<file path="config.mk">
export PLATFORM = sky130hd
export DESIGN_NAME = chan_arb_flat
export DESIGN_NICKNAME = d
export VERILOG_FILES = /design/src/rtl/chan_arb_pkg.sv /design/src/rtl/chan_arb_if.sv /design/src/rtl/chan_arb_stat.sv /design/src/rtl/chan_arb.sv /design/src/flat_wrapper.sv
export SDC_FILE = /design/constraint.sdc
export NUM_CORES = 1
export LEC_CHECK = 0
export ABC_AREA = 1
export BUFFER_PORTS_ARGS = -buffer_cell sky130_fd_sc_hd__buf_4
export CAP_MARGIN = 15
export CORE_AREA = 2 2 121 123
export DETAILED_ROUTE_END_ITERATION = 10
export DIE_AREA = 0 0 123 125
export GPL_TIMING_DRIVEN = 0
export HOLD_SLACK_MARGIN = 0.1
export PLACE_DENSITY_LB_ADDON = 0.3
export SLEW_MARGIN = 20
export SYNTH_ARGS = -nofsm -noshare
export SYNTH_HDL_FRONTEND = slang
export SYNTH_SLANG_ARGS = --single-unit
export TNS_END_PERCENT = 100
</file>
<file path="constraint.sdc">
create_clock -name clk -period 2.5 [get_ports clk]
set_input_delay 0.375 -clock clk [delete_from_list [all_inputs] [get_ports clk]]
set_output_delay 0.375 -clock clk [all_outputs]
set_load 0.05 [all_outputs]
</file>
<file path="src/rtl/chan_arb_pkg.sv">
// Shared types and constants for the round-robin channel block collector.
package chan_arb_pkg;

   localparam int unsigned DW         = 16;
   localparam int unsigned LEN_W      = 9;
   localparam int unsigned SEL_W      = 6;
   localparam int unsigned STAT_W     = 32;
   localparam int unsigned CW_FLAG    = 15;
   localparam int unsigned CW_LEN_MSB = 8;
   localparam logic [DW-1:0] ABORT_WORD = 16'hFFFF;

   typedef enum logic [1:0] {
      ST_SCAN,
      ST_BODY,
      ST_ABORT
   } state_t;

   // Control word layout as presented by a channel processor
   typedef struct packed {
      logic                  flag;
      logic [5:0]            rsvd;
      logic [CW_LEN_MSB:0]   len;
   } cw_t;

   function automatic int unsigned ptr_width(input int unsigned n);
      return (n > 1) ? $clog2(n) : 1;
   endfunction

endpackage

</file>
<file path="src/rtl/chan_arb_if.sv">
// Channel give/have/din ports plus the 16-bit valid/ready output stream.
interface chan_arb_if #(
   parameter int unsigned NCH = 16
);
   import chan_arb_pkg::*;

   logic [NCH-1:0]    give;
   logic [NCH-1:0]    have;
   logic [DW*NCH-1:0] din;
   logic [DW-1:0]     out_data;
   logic              out_valid;
   logic              out_ready;

   modport master (
      output give, out_data, out_valid,
      input  have, din, out_ready
   );

   modport slave (
      input  give, out_data, out_valid,
      output have, din, out_ready
   );

endinterface

</file>
<file path="src/rtl/chan_arb_stat.sv">
// Per-channel completed-block and error counters with registered readout.
module chan_arb_stat
   import chan_arb_pkg::*;
#(
   parameter int unsigned NCH   = 16,
   parameter int unsigned PTR_W = 4
) (
   input  logic              clk,
   input  logic              rst_n,
   input  logic [PTR_W-1:0]  ch,
   input  logic              blk_inc,
   input  logic              err_inc,
   input  logic [SEL_W-1:0]  stat_sel,
   output logic [STAT_W-1:0] stat_blk,
   output logic [STAT_W-1:0] stat_err
);

   logic [STAT_W-1:0] blk_cnt [NCH];
   logic [STAT_W-1:0] err_cnt [NCH];
   logic              sel_ok;

   assign sel_ok = (32'(stat_sel) < NCH);

   always_ff @(posedge clk) begin
      if (!rst_n) begin
         for (int i = 0; i < NCH; i++) begin
            blk_cnt[i] <= '0;
            err_cnt[i] <= '0;
         end
         stat_blk <= '0;
         stat_err <= '0;
      end else begin
         if (blk_inc) blk_cnt[ch] <= blk_cnt[ch] + STAT_W'(1);
         if (err_inc) err_cnt[ch] <= err_cnt[ch] + STAT_W'(1);
         stat_blk <= sel_ok ? blk_cnt[PTR_W'(stat_sel)] : '0;
         stat_err <= sel_ok ? err_cnt[PTR_W'(stat_sel)] : '0;
      end
   end

endmodule

</file>
<file path="src/rtl/chan_arb.sv">
// Round-robin collector draining whole channel blocks onto one 16-bit stream.
// Optional per-channel statistics enabled with `define CHAN_ARB_STAT_EN.
module chan_arb
   import chan_arb_pkg::*;
#(
   parameter int unsigned NCH  = 16,
   parameter int unsigned TOUT = 15
) (
   input  logic              clk,
   input  logic              rst_n,
   chan_arb_if.master        bus,
   output logic              err,
   output logic              busy
`ifdef CHAN_ARB_STAT_EN
   ,
   input  logic [SEL_W-1:0]  stat_sel,
   output logic [STAT_W-1:0] stat_blk,
   output logic [STAT_W-1:0] stat_err
`endif
);

   localparam int unsigned       PTR_W    = ptr_width(NCH);
   localparam logic [PTR_W-1:0]  PTR_LAST = PTR_W'(NCH - 1);
   localparam logic [TOUT-1:0]   WD_MAX   = '1;

   state_t            state_q, state_d;
   logic [PTR_W-1:0]  ptr_q, ptr_d, ptr_nxt;
   logic [LEN_W-1:0]  rem_q, rem_d;
   logic [TOUT-1:0]   wd_q, wd_d, wd_inc;
   logic [DW-1:0]     out_data_q, out_data_d;
   logic              out_valid_q, out_valid_d;
   logic              err_q, err_d;
   logic              busy_q;
   logic              en_q;
   logic              lden, give_on, have_cur, cons, blk_done;
   logic [DW-1:0]     din_cur;
   cw_t               cw;

   // en_q keeps give low during and for one cycle after reset
   assign lden     = ~out_valid_q | bus.out_ready;
   assign give_on  = en_q & lden & (state_q != ST_ABORT);
   assign have_cur = bus.have[ptr_q];
   assign cons     = give_on & have_cur;
   assign din_cur  = bus.din[DW*ptr_q +: DW];
   assign cw       = cw_t'(din_cur);
   assign ptr_nxt  = (ptr_q == PTR_LAST) ? '0 : ptr_q + PTR_W'(1);
   assign wd_inc   = (wd_q == WD_MAX) ? wd_q : wd_q + TOUT'(1);

   assign bus.give      = give_on ? (NCH'(1) << ptr_q) : '0;
   assign bus.out_data  = out_data_q;
   assign bus.out_valid = out_valid_q;
   assign err           = err_q;
   assign busy          = busy_q;

   always_comb begin
      state_d     = state_q;
      ptr_d       = ptr_q;
      rem_d       = rem_q;
      wd_d        = wd_q;
      out_data_d  = out_data_q;
      out_valid_d = out_valid_q & ~bus.out_ready;
      err_d       = 1'b0;
      blk_done    = 1'b0;
      unique case (state_q)
         ST_SCAN: begin
            if (give_on) begin
               if (!have_cur) begin
                  ptr_d = ptr_nxt;
               end else if (cw.flag) begin
                  out_data_d  = din_cur;
                  out_valid_d = 1'b1;
                  if (cw.len == '0) begin
                     ptr_d    = ptr_nxt;
                     blk_done = 1'b1;
                  end else begin
                     rem_d   = cw.len;
                     wd_d    = '0;
                     state_d = ST_BODY;
                  end
               end else begin
                  err_d = 1'b1;
                  ptr_d = ptr_nxt;
               end
            end
         end
         ST_BODY: begin
            if (cons) begin
               out_data_d  = din_cur;
               out_valid_d = 1'b1;
               rem_d       = rem_q - LEN_W'(1);
               wd_d        = '0;
               if (rem_q == LEN_W'(1)) begin
                  ptr_d    = ptr_nxt;
                  state_d  = ST_SCAN;
                  blk_done = 1'b1;
               end
            end else if (give_on) begin
               wd_d = wd_inc;
               if (wd_inc == WD_MAX) begin
                  err_d   = 1'b1;
                  state_d = ST_ABORT;
               end
            end
         end
         ST_ABORT: begin
            if (lden) begin
               out_data_d  = ABORT_WORD;
               out_valid_d = 1'b1;
               ptr_d       = ptr_nxt;
               wd_d        = '0;
               state_d     = ST_SCAN;
            end
         end
         default: state_d = ST_SCAN;
      endcase
   end

   always_ff @(posedge clk) begin
      if (!rst_n) begin
         state_q     <= ST_SCAN;
         ptr_q       <= '0;
         rem_q       <= '0;
         wd_q        <= '0;
         out_data_q  <= '0;
         out_valid_q <= 1'b0;
         err_q       <= 1'b0;
         busy_q      <= 1'b0;
         en_q        <= 1'b0;
      end else begin
         state_q     <= state_d;
         ptr_q       <= ptr_d;
         rem_q       <= rem_d;
         wd_q        <= wd_d;
         out_data_q  <= out_data_d;
         out_valid_q <= out_valid_d;
         err_q       <= err_d;
         busy_q      <= (state_d != ST_SCAN);
         en_q        <= 1'b1;
      end
   end

`ifdef CHAN_ARB_STAT_EN
   chan_arb_stat #(
      .NCH   (NCH),
      .PTR_W (PTR_W)
   ) u_stat (
      .clk      (clk),
      .rst_n    (rst_n),
      .ch       (ptr_q),
      .blk_inc  (blk_done),
      .err_inc  (err_d),
      .stat_sel (stat_sel),
      .stat_blk (stat_blk),
      .stat_err (stat_err)
   );
`else
   logic unused_stat;
   assign unused_stat = blk_done;
`endif

endmodule

</file>
<file path="src/flat_wrapper.sv">
// flat-port wrapper written by rule: the top's interface ports become plain ports
module chan_arb_flat import chan_arb_pkg::*;
#(
   parameter int unsigned NCH  = 16,
   parameter int unsigned TOUT = 15
)
  (clk, rst_n, err, busy, bus_give, bus_out_data, bus_out_valid, bus_have, bus_din, bus_out_ready);
  chan_arb_if #(.NCH(NCH)) bus_i ();
  input  logic clk;
  input  logic rst_n;
  output logic err;
  output logic busy;
  output wire logic [$bits(bus_i.give)-1:0] bus_give;
  output wire logic [$bits(bus_i.out_data)-1:0] bus_out_data;
  output wire logic [$bits(bus_i.out_valid)-1:0] bus_out_valid;
  input wire logic [$bits(bus_i.have)-1:0] bus_have;
  input wire logic [$bits(bus_i.din)-1:0] bus_din;
  input wire logic [$bits(bus_i.out_ready)-1:0] bus_out_ready;
  assign bus_give = bus_i.give;
  assign bus_out_data = bus_i.out_data;
  assign bus_out_valid = bus_i.out_valid;
  assign bus_i.have = bus_have;
  assign bus_i.din = bus_din;
  assign bus_i.out_ready = bus_out_ready;
  chan_arb #(.NCH(NCH), .TOUT(TOUT)) u_core (.clk(clk), .rst_n(rst_n), .bus(bus_i), .err(err), .busy(busy));
endmodule
</file>
Yosys cells after proc, flatten, opt, wreduce, memory -nomap -nowiden. Cells that the tools add are included.

Flip-flop bits (word level): 50.

Shift operators: 2. Mux-type cells: 57. Equality and inequality tests: 16. $add $sub $neg: 3. Order comparisons: 1. Bitwise operators: 7. Reduce and logical (&&, ||, !) cells: 9.

Operators by type and width (count): 256-bit by 9-bit variable part select with 16-bit output (1); 15-bit two-way mux (8); 16-bit two-way mux (6); 16-bit one-hot mux with 3 select lines (1); 9-bit two-way mux (5); 15-bit one-hot mux with 3 select lines (1); 4-bit two-way mux (8); 15-bit equality test, second input constant (2); 2-bit two-way mux (9); 9-bit one-hot mux with 2 select lines (1); 6-bit AND reduction (3); 1-bit by 4-bit left shift with 16-bit output, first input constant (1); 15-bit by 1-bit adder with 15-bit output, second input constant (1); 1-bit two-way mux (13); 2-bit by 1-bit != test with 1-bit output, second input constant (6); 4-bit one-hot mux with 3 select lines (1); 9-bit by 1-bit equality test with 1-bit output, second input constant (1); 9-bit zero test (1); 9-bit by 1-bit subtractor with 9-bit output, second input constant (1); 7-bit AND reduction (1); 2-bit one-hot mux with 3 select lines (1); 4-bit by 5-bit less-than comparator with 1-bit output, second input constant (1); 4-bit by 1-bit adder with 4-bit output, second input constant (1); 1-bit AND (4); other kinds (14) (17).

Logic depth before layout (Yosys ltp).
Depth after elaboration: 8. Mapped depth: 20. Depth with buffers taken out: 18.

Worst setup path before layout. OpenSTA, ideal clock, no wires.

Path type: register to output. From: reg u_core.ptr_q[1]. To: out bus_give[0]. Data arrival time: 2.083 ns. Cell stages (with the launch flop): 9. Path buffers: 4. Setup slack: 0.042 ns. Cell sequence: dfxtp_1 -> buf_4 -> inv_2 -> buf_2 -> buf_2 -> clkbuf_1 -> ha_1 -> nand2_1 -> nor2_1.

Cells in the longest elaborated chain, start to end: 2.

RTL lines: start: declaration (line chan_arb.sv:27) `logic [PTR_W-1:0] ptr_q, ptr_d, ptr_nxt;`; start signal: assignment (line chan_arb.sv:131) `ptr_q <= ptr_d;`; 1-bit by 4-bit left shift with 16-bit output (line chan_arb.sv:49) `assign bus.give = give_on ? (NCH'(1) << ptr_q) : '0;`; 16-bit two-way mux (line chan_arb.sv:49); end: declaration (line flat_wrapper.sv:13) `output wire logic [$bits(bus_i.give)-1:0] bus_give;`.

Every way passes these cells.

Final worst setup path.
From: reg u_core.ptr_q[0]. To: out bus_give[10].

Same word-level chain as after synthesis.

==> results.py <==
metrics = {
    "sta": {
        "rsz0062_at_grt": "true",
        "period_needed_ns": 2.49,
        "clock_skew_ns": 0.00828,
        "fin_crit_sh": 0.996,
        "slew_viol_final": 0,
        "fmax_ghz": 0.402,
        "worstMarginPinSlew_ns": 0.609,
        "hold_ws_ns": 0.218,
        "finalSetupViolations": 0,
        "finalHoldViolations": 0,
        "slew_headroom": 0.594,
    },
    "hold_path": {
        "hp-class": "in -> reg",
        "hold_depth": 1,
        "hold_end": "u_core.en_q",
        "min_from": "rst_n",
    },
    "critical_path": {
        "cp_data_arrival_time_ns": 2.12,
        "endpoint_kind": "output port",
        "r2r_slack_ns": 0.11,
        "r2r_end": "u_core.bus.out_data[5]",
        "worstSetupPathType": "reg -> out",
        "r2r_start": "u_core.ptr_q[1]",
        "required_ns": 2.12,
        "reg2reg_depth": 16,
        "cp_max_fo": 11,
        "start_kind": "register",
    },
    "die": {
        "initial_core_util": 0.429,
        "fp.dieW_um": 123,
        "die_area_um2": 15400,
        "die_h_um": 125,
        "num_rows": 44,
        "ios": 310,
        "core-area_um2": 14200,
    },
    "pwr": {
        "power_frac_comb": 0.745,
        "peakVddDrop_v": 0.000461,
        "p_sw_frac": 0.542,
        "clkPwrFrac": 0.089,
        "p_int_uw": 4110,
        "power_frac_seq": 0.166,
        "powerDensity_nw_per_um2": 974,
        "power_switching_uw": 4880,
        "leakage_uw": 0.00480,
    },
    "yosys": {
        "synth_ff_type": "dfxtp_1",
        "yosys_warnings": 0,
        "yosysTopAreaCellShare": 0.221,
        "yosysSeqAreaShare": 0.164,
        "yosys.cell_types.count": 36,
        "synthesis.nets": 1482,
        "synth_area_um2": 6090,
        "synthCells": 1194,
        "synth_edf_count": 0,
        "avgSynthCellArea_um2": 5.10,
        "synthArstFlopShare": 0,
        "ys_top_cells_by_area": "nand2_1 (22%), dfxtp_1 (16%), nor2_1 (15%)",
        "yosys.cell_count.top_type": "nand2_1",
        "yosys_register_bits": 50,
        "synth.top_cells.by_count": "nand2_1 (359), nor2_1 (250), nand3_1 (106)",
        "synth_area_leader_cell": "nand2_1",
    },
    "global_route": {
        "grt_pass1_vias": 8437,
        "antenna_found_initial": 0,
        "grt.overflow.total": 0,
        "grt_use_total": 0.344,
        "grt_first_pass_wirelength_mm": 42.0,
        "grt_max_degree": 17,
    },
    "routing": {
        "via_per_inst": 5.36,
        "avgRoutedWirePerCell_um": 16.4,
        "vias": 9134,
        "antenna_left": 0,
        "dr.pass1.iters": 9,
        "drc": 0,
        "wirelength_mm": 27.9,
        "drt_iter0_drc": 752,
    },
    "cts": {
        "cts.path.max_buffers": 2,
        "cts-root-buf": "clkbuf_16",
        "cts_tree": "yes",
        "cts_max_level": 2,
        "hold_buffers": 0,
        "clock_latency_ns": 0.30,
        "numCtsBuffers": 5,
        "clkSinkCount": 50,
        "path_clk_slew_ns": 0.07,
    },
    "flow_run": {
        "drv_cap": 0,
    },
    "run_status": {
        "outcome": "finished clean",
    },
    "final_layout": {
        "fin_cells": 1703,
        "layout.nets": 1806,
        "area_delta_synth_final_pct": 51.6,
        "final_layout_size_suffix_gt1_frac": 0.296,
        "antennaDiodeCount": 0,
    },
    "placed_design": {
        "hpwlAfterDp_mm": 22.0,
        "io_buffer_count": 309,
        "dpl.cell_count": 1687,
        "gp_congestion": 0.954,
    },
}
[stage by stage]
step	total power (µW)	util	TNS, ns	cell area (µm²)	setup slack, ns
finish	8990	0.650	0	9230	0.00941
global route	9700	0.650	-0.201	9230	-0.0530
detailed placement	7500	0.608	-11.59	8640	-0.311
global placement	7430	0.608	-10.87	8640	-0.310
floorplan	5690	-	0	6090	0.0422
CTS	8490	0.631	-0.00124	8960	-0.00124
[state kept, by name, summed over array words and instances (netlist names)]
| signal | flops |
|---|---|
| u_core.err | 1 |
| u_core.ptr_q | 4 |
| u_core.state_q | 2 |
| u_core.bus.out_valid | 1 |
| u_core.wd_q | 15 |
| u_core.en_q | 1 |
| u_core.rem_q | 9 |
| u_core.busy | 1 |
| u_core.bus.out_data | 16 |
[final cells by class]
| type | instances | area, µm² |
|---|---|---|
| Timing Repair Buffer | 317 | 2410 |
| Sequential cell | 50 | 1010 |
| Fill cell | 1426 | 4970 |
| Inverter | 112 | 434 |
| Multi-Input combinational cell | 959 | 4470 |
| Clock buffer | 5 | 125 |
| Buffer | 73 | 509 |
| Tap cell | 184 | 230 |
| Clock inverter | 3 | 43.8 |
[power by group through the flow]
stage	logic, µW	clock network, µW	registers, µW
global placement	5950	0	1480
finish	6700	802	1490
CTS	6210	802	1480
global route	7330	832	1540
detailed placement	6010	0	1490
floorplan	3790	0	1890
[worst max-delay path: stages, from the launching register on]
cell and delay, ns:
dfxtp_4 0.38, inv_2 0.07, buf_6 0.15, buf_6 0.15, buf_6 0.16, clkbuf_8 0.18
ha_1 0.18, nand2_1 0.16, nor2_4 0.19, buf_6 0.18
[cell families after synthesis]
| logic type | Yosys count | synth area share |
|---|---|---|
| AO/OA/AOI/OAI | 202 | 0.181 |
| XOR/XNOR | 6 | 0.00863 |
| adder cells (fa/ha/maj) | 13 | 0.0267 |
| buffers and inverters | 185 | 0.130 |
| flip-flops | 50 | 0.164 |
| AND/OR/NAND/NOR | 738 | 0.489 |
[timing repair]
item / 4_1_cts / 5_1_grt
endpoints found under the setup margin: 63 / 64
cloned: 0 / 2
pin swaps: 3 / 11
resized for setup: 56 / 82
setup buffers: 1 / 5
[metal layers]
metal	vias to the layer above	GRT usage	routed length (µm)	part of all wire
met5	-	0	0	0
met4	0	0.170	1490	0.053
met3	101	0.0794	2760	0.099
met2	544	0.563	12800	0.46
met1	4049	0.421	10800	0.39
li1	4440	-	-	-
[worst max-delay path by stage]
stage	start	end
after floorplan	u_core.ptr_q[1]	bus_give[0]
after global placement	u_core.ptr_q[1]	bus_give[0]
after detailed placement	u_core.ptr_q[0]	u_core.wd_q[9]
after CTS	u_core.state_q[0]	bus_give[11]
after global routing	u_core.ptr_q[0]	u_core.rem_q[0]
final	u_core.ptr_q[0]	bus_give[10]
[placed cells by master, fill, tap and decap left out, types with 4 or more instances in the layout]
| cell | synthesis | layout |
|---|---|---|
| dfxtp_1 | 50 | 45 |
| nand3_2 | 0 | 7 |
| nand2_1 | 359 | 345 |
| buf_4 | 12 | 322 |
| nor2_4 | 0 | 4 |
| nand4_1 | 5 | 5 |
| ha_1 | 13 | 12 |
| o21ai_0 | 81 | 79 |
| or2_2 | 5 | 5 |
| inv_2 | 5 | 4 |
| clkbuf_16 | 0 | 5 |
| o211ai_1 | 9 | 9 |
| o22ai_1 | 19 | 19 |
| buf_2 | 24 | 11 |
| clkbuf_2 | 0 | 6 |
| clkbuf_4 | 0 | 9 |
| nor2_1 | 250 | 235 |
| a21oi_1 | 45 | 45 |
| nor2_2 | 1 | 12 |
| nand2_4 | 0 | 5 |
| nand3_1 | 106 | 99 |
| nand2_2 | 5 | 14 |
| buf_6 | 3 | 21 |
| o21ai_1 | 33 | 34 |
| clkbuf_1 | 30 | 16 |
| o221ai_1 | 6 | 6 |
| inv_1 | 104 | 103 |
(Power assumes the default switching activity.)
